File: config.mk
export PLATFORM = sky130hd
export DESIGN_NAME = alu_op_sequencer
export DESIGN_NICKNAME = d
export VERILOG_FILES = /design/src/rtl/alu_op_sequencer.sv
export SDC_FILE = /design/constraint.sdc
export NUM_CORES = 1
export LEC_CHECK = 0
export BUFFER_PORTS_ARGS = -buffer_cell sky130_fd_sc_hd__clkbuf_2
export CORE_MARGIN = 5
export CORE_UTILIZATION = 53
export CTS_BUF_LIST = sky130_fd_sc_hd__clkbuf_2 sky130_fd_sc_hd__clkbuf_4 sky130_fd_sc_hd__clkbuf_8
export CTS_CLUSTER_SIZE = 25
export DETAILED_ROUTE_END_ITERATION = 8
export PLACE_DENSITY = 0.83
export SLEW_MARGIN = 20
export SYNTH_ARGS = -nofsm -noshare
export SYNTH_HDL_FRONTEND = slang
export SYNTH_SLANG_ARGS = --single-unit
File: constraint.sdc
create_clock -name clk -period 2.22 [get_ports clk]
set_input_delay 0.222 -clock clk [delete_from_list [all_inputs] [get_ports clk]]
set_output_delay 0.222 -clock clk [all_outputs]
set_load 0.05 [all_outputs]
File: src/rtl/alu_op_sequencer.sv
// alu_op_sequencer: drives a downstream combinational ALU from a
// valid/ready operand stream and returns its result on a valid/ready port.
//
// Ports:
//   clk, rst_n                  clock, async active-low reset
//   in_valid/in_ready           operand handshake (in_a, in_b, in_sel)
//   alu_a, alu_b, alu_sel       registered drive to the ALU
//   alu_result                  combinational ALU result
//   out_valid/out_ready         result handshake (out_result, out_sel, out_dz)
//   op_count                    completed output handshakes, wraps at 256
module alu_op_sequencer #(
    parameter int unsigned SETTLE_CYCLES = 1
) (
    input  logic       clk,
    input  logic       rst_n,
    input  logic       in_valid,
    output logic       in_ready,
    input  logic [2:0] in_a,
    input  logic [2:0] in_b,
    input  logic [1:0] in_sel,
    output logic [2:0] alu_a,
    output logic [2:0] alu_b,
    output logic [1:0] alu_sel,
    input  logic [5:0] alu_result,
    output logic       out_valid,
    input  logic       out_ready,
    output logic [5:0] out_result,
    output logic [1:0] out_sel,
    output logic       out_dz,
    output logic [7:0] op_count
);

    localparam logic [3:0] LP_RELOAD = 4'(SETTLE_CYCLES - 1);

    typedef enum logic [1:0] {
        S_IDLE = 2'd0,
        S_EXEC = 2'd1,
        S_DONE = 2'd2
    } state_t;

    state_t     r_state;
    state_t     w_next;
    logic [3:0] r_cnt;
    logic [2:0] r_alu_a;
    logic [2:0] r_alu_b;
    logic [1:0] r_alu_sel;
    logic [5:0] r_out_result;
    logic [1:0] r_out_sel;
    logic       r_out_dz;
    logic [7:0] r_op_count;

    logic       w_in_ready;
    logic       w_out_valid;
    logic       w_accept;
    logic       w_handshake;
    logic       w_capture;

    // State register
    always_ff @(posedge clk or negedge rst_n) begin
        if (!rst_n) begin
            r_state <= S_IDLE;
        end else begin
            r_state <= w_next;
        end
    end

    // Next-state logic
    always_comb begin
        w_next = r_state;
        case (r_state)
            S_IDLE: begin
                if (in_valid) begin
                    w_next = S_EXEC;
                end
            end
            S_EXEC: begin
                if (r_cnt == 4'd0) begin
                    w_next = S_DONE;
                end
            end
            S_DONE: begin
                if (out_ready) begin
                    // Same-edge accept skips IDLE entirely
                    w_next = in_valid ? S_EXEC : S_IDLE;
                end
            end
            default: w_next = S_IDLE;
        endcase
    end

    // Output / strobe logic; rst_n gating keeps in_ready low during reset
    always_comb begin
        w_in_ready  = 1'b0;
        w_out_valid = 1'b0;
        w_capture   = 1'b0;
        case (r_state)
            S_IDLE: w_in_ready = rst_n;
            S_EXEC: w_capture  = (r_cnt == 4'd0);
            S_DONE: begin
                w_out_valid = 1'b1;
                w_in_ready  = rst_n & out_ready;
            end
            default: begin
                w_in_ready  = 1'b0;
                w_out_valid = 1'b0;
            end
        endcase
        w_accept    = w_in_ready & in_valid;
        w_handshake = w_out_valid & out_ready;
    end

    // Datapath: operand latch, settle counter, result capture, op counter
    always_ff @(posedge clk or negedge rst_n) begin
        if (!rst_n) begin
            r_cnt        <= 4'd0;
            r_alu_a      <= 3'd0;
            r_alu_b      <= 3'd0;
            r_alu_sel    <= 2'd0;
            r_out_result <= 6'd0;
            r_out_sel    <= 2'd0;
            r_out_dz     <= 1'b0;
            r_op_count   <= 8'd0;
        end else begin
            if (w_accept) begin
                r_alu_a   <= in_a;
                r_alu_b   <= in_b;
                r_alu_sel <= in_sel;
                r_cnt     <= LP_RELOAD;
            end else if (r_state == S_EXEC && r_cnt != 4'd0) begin
                r_cnt <= r_cnt - 4'd1;
            end
            if (w_capture) begin
                r_out_result <= alu_result;
                r_out_sel    <= r_alu_sel;
                r_out_dz     <= (r_alu_sel == 2'b11) && (r_alu_b == 3'd0);
            end
            if (w_handshake) begin
                r_op_count <= r_op_count + 8'd1;
            end
        end
    end

    assign in_ready   = w_in_ready;
    assign out_valid  = w_out_valid;
    assign alu_a      = r_alu_a;
    assign alu_b      = r_alu_b;
    assign alu_sel    = r_alu_sel;
    assign out_result = r_out_result;
    assign out_sel    = r_out_sel;
    assign out_dz     = r_out_dz;
    assign op_count   = r_op_count;

endmodule

==> metrics.md <==
| Metric | Value |
|---|---|
| HPWL after detailed placement | 2.19 mm |
| GPL Wtd Cong | 0.695 |
| Layout cells sized above 1 | 49.0% |
| DRC | 0 |
| Routed wire length | 2.82 mm |
| Vias after detailed routing | 981 |
| Setup crit end kind | register |
| RSZ-0062 raised after global routing | no |
| TritonCTS buffer count | 5 |
| Vias in the first global route | 1118 |
| Worst-Margin Slew | 0.736 ns |
| Final Skew | 0.0115 ns |
| Pre-CTS WS | 0.492 ns |
| First-pass GRT wire length | 4.97 mm |
| Largest net degree at the start of global routing | 32 |
| H-tree depth | 2 |
| Critical Path RT | 2.42 ns |
| Initial antenna violation count | 0 |
| Status | completed |
| VDD IR max | 0.00115 V |
| Post-synthesis cell count | 105 |
| WHS | 0.128 ns |
| CTS tree | done |
| Critical Path AT | 2.02 ns |
| CTS sink cnt | 31 |
| Max_cap viols | 0 |
| CP Launch Type | input pin |
| Crit Path Class | input pin to register |
| WL/cell | 15.1 µm |
| Area grow syn2layout | 23.7% |
| Final period util | 82.1% |
| Routed vias/inst | 5.25 |
| Final slew viol count | 0 |
| Min cycle time layout | 1.82 ns |
| Syn avg cell area | 13.0 µm² |
| IO Pins | 45 |
| Sequential Area | 776 µm² |
| Final WS setup | 0.398 ns |
| Netlist cell types | 25 |
| Post-CTS Hold Buffers | 1 |
| Most frequent cells in the layout | clkbuf_2, dfrtp_1, mux2_2 |
| CTS clk-pin slew, worst paths | 0.10 ns |
| Floorplan core area | 2480 µm² |
| Nets | 178 |
| TritonRoute pass-1 iters | 4 |
| Commonest non-fill, non-tap cell in the layout | clkbuf_2 |
| Setup Viol. Count Final | 0 |
| Worst-path fanout max | 12 |
| Port buffer count | 44 |
| Postcts setup bufs | 0 |
| Yosys warns | 0 |
| GRT Residual Overflow | 0 |
| Clk Tree Root Cell | clkbuf_4 |
| Final hold vios | 0 |
| Leakage | 0.866 nW |
| Post-synthesis sequential area ratio | 56.8% |
| Placed cell area | 1620 µm² |
| Initial Util | 55.1% |
| Netlist Area Pre-Place | 1370 µm² |
| Filler instances | 193 |
| Chip width | 60.8 µm |
| Final setup TNS | 0 ns |
| Max Fclk | 549 MHz |
| Clock tree buffer depth | 2 |
| Design Area, Final | 1690 µm² |
| Core Util, Final | 68.2% |
| Area of the multi-input gates | 559 µm² |
| Die area | 3690 µm² |
| Final ANT Viol Nets | 0 |
| Post-synthesis register bit count | 31 |
| Die height | 60.8 µm |
| N_diodes | 0 |
| Path type of the worst min-delay path | input pin to register |
| DRT iter0 DRCs | 17 |
| Max-slew headroom | 50.5% |
| Row Count | 18 |
| Post-cts resize count | 0 |
| Gr usage total | 18.6% |
| PD cells | 1630 nW/µm² |
| Worst skew pair latency | 0.32 ns |
| Post-Syn Nets | 126 |
## per-layer routing
layer / share of wire, % / global-route usage [%] / vias up
li1: - / - / 469
met1: 39 / 21.1 / 464
met2: 51 / 31.1 / 39
met3: 7.8 / 6.60 / 9
met4: 2.7 / 8.67 / 0
met5: 0 / 0 / -
## synthesized netlist by cell type, drive strengths merged
library cell	instances	share of area, %
dfrtp	31	57
nand2	8	2.4
nor2	2	0.55
or3	2	0.92
mux2	18	15
nor3b	1	0.92
nor3	3	1.1
nor4	3	2.5
xor2	5	3.2
buf	1	0.55
a21oi	4	1.5
o32ai	1	0.64
ha	3	2.8
inv	6	1.6
nor2b	1	0.64
nand3	2	0.73
or3b	1	0.64
or4	2	1.1
and2b	2	1.1
nand2b	1	0.64
xnor2	2	1.3
o21ai	5	1.8
nand4b	1	1.7
## worst max-delay path: stages
cell	delay [ns]
dlygate4sd3_1	0.52
clkbuf_2	0.12
inv_1	0.07
nor4_4	0.67
mux2_2	0.42
## stage by stage
step / std cells / total power [W]
after floorplan: 105 / 0.00209
after global placement: 179 / 0.00239
after detailed placement: 179 / 0.00245
after CTS: 187 / 0.00279
after global routing: 187 / 0.00294
final: 187 / 0.00276
## path summary, 6_finish.rpt
kind                                   from     endpoint  slack, ns  depth (start not counted)
worst max-delay path                  rst_n     alu_a[2]       0.40                          5
worst min-delay path              in_sel[1]   alu_sel[1]       0.13                          2
worst max register to register   r_state[0]     alu_a[2]       0.47                          2
worst min register to register  op_count[7]  op_count[7]       0.49                          1
max in group asynchronous             rst_n     alu_b[2]       1.46                          3
min in group asynchronous             rst_n  op_count[7]       0.47                          3
## report_power, final
| group | switching [W] | internal, W |
|---|---|---|
| combinational | 0.00101 | 0.000443 |
| clock | 0.000178 | 0.000147 |
| sequential | 0.000187 | 0.000793 |
## state kept, by name, summed over array words and instances (netlist names)
register    count
r_cnt           4
out_result      6
r_state         2
op_count        8
alu_b           3
alu_sel         2
alu_a           3
out_sel         2
out_dz          1
## cell families (layout without fill, tap and decap cells)
group,count (synthesis),in the layout,share of synthesized area (%)
AOI/OAI and AO/OA,10,10,3.94
and+or+nand+nor,29,29,14.9
buffers and inverters,7,59,2.20
adders and majority gates,3,3,2.75
muxes,18,18,14.8
xor gates and xnor gates,7,7,4.49
DFF,31,31,56.8
## layout make-up
| class | instances | share of cell area (%) |
|---|---|---|
| clock buffers | 6 | 3.04 |
| clock inverters | 1 | 0.296 |
| inverters | 6 | 1.33 |
| multi-input cells | 67 | 33.1 |
| flip-flops and latches | 31 | 45.9 |
| well taps | 30 | 2.22 |
| repair buffers | 46 | 14.1 |
Power figures use the tool's default switching activity.
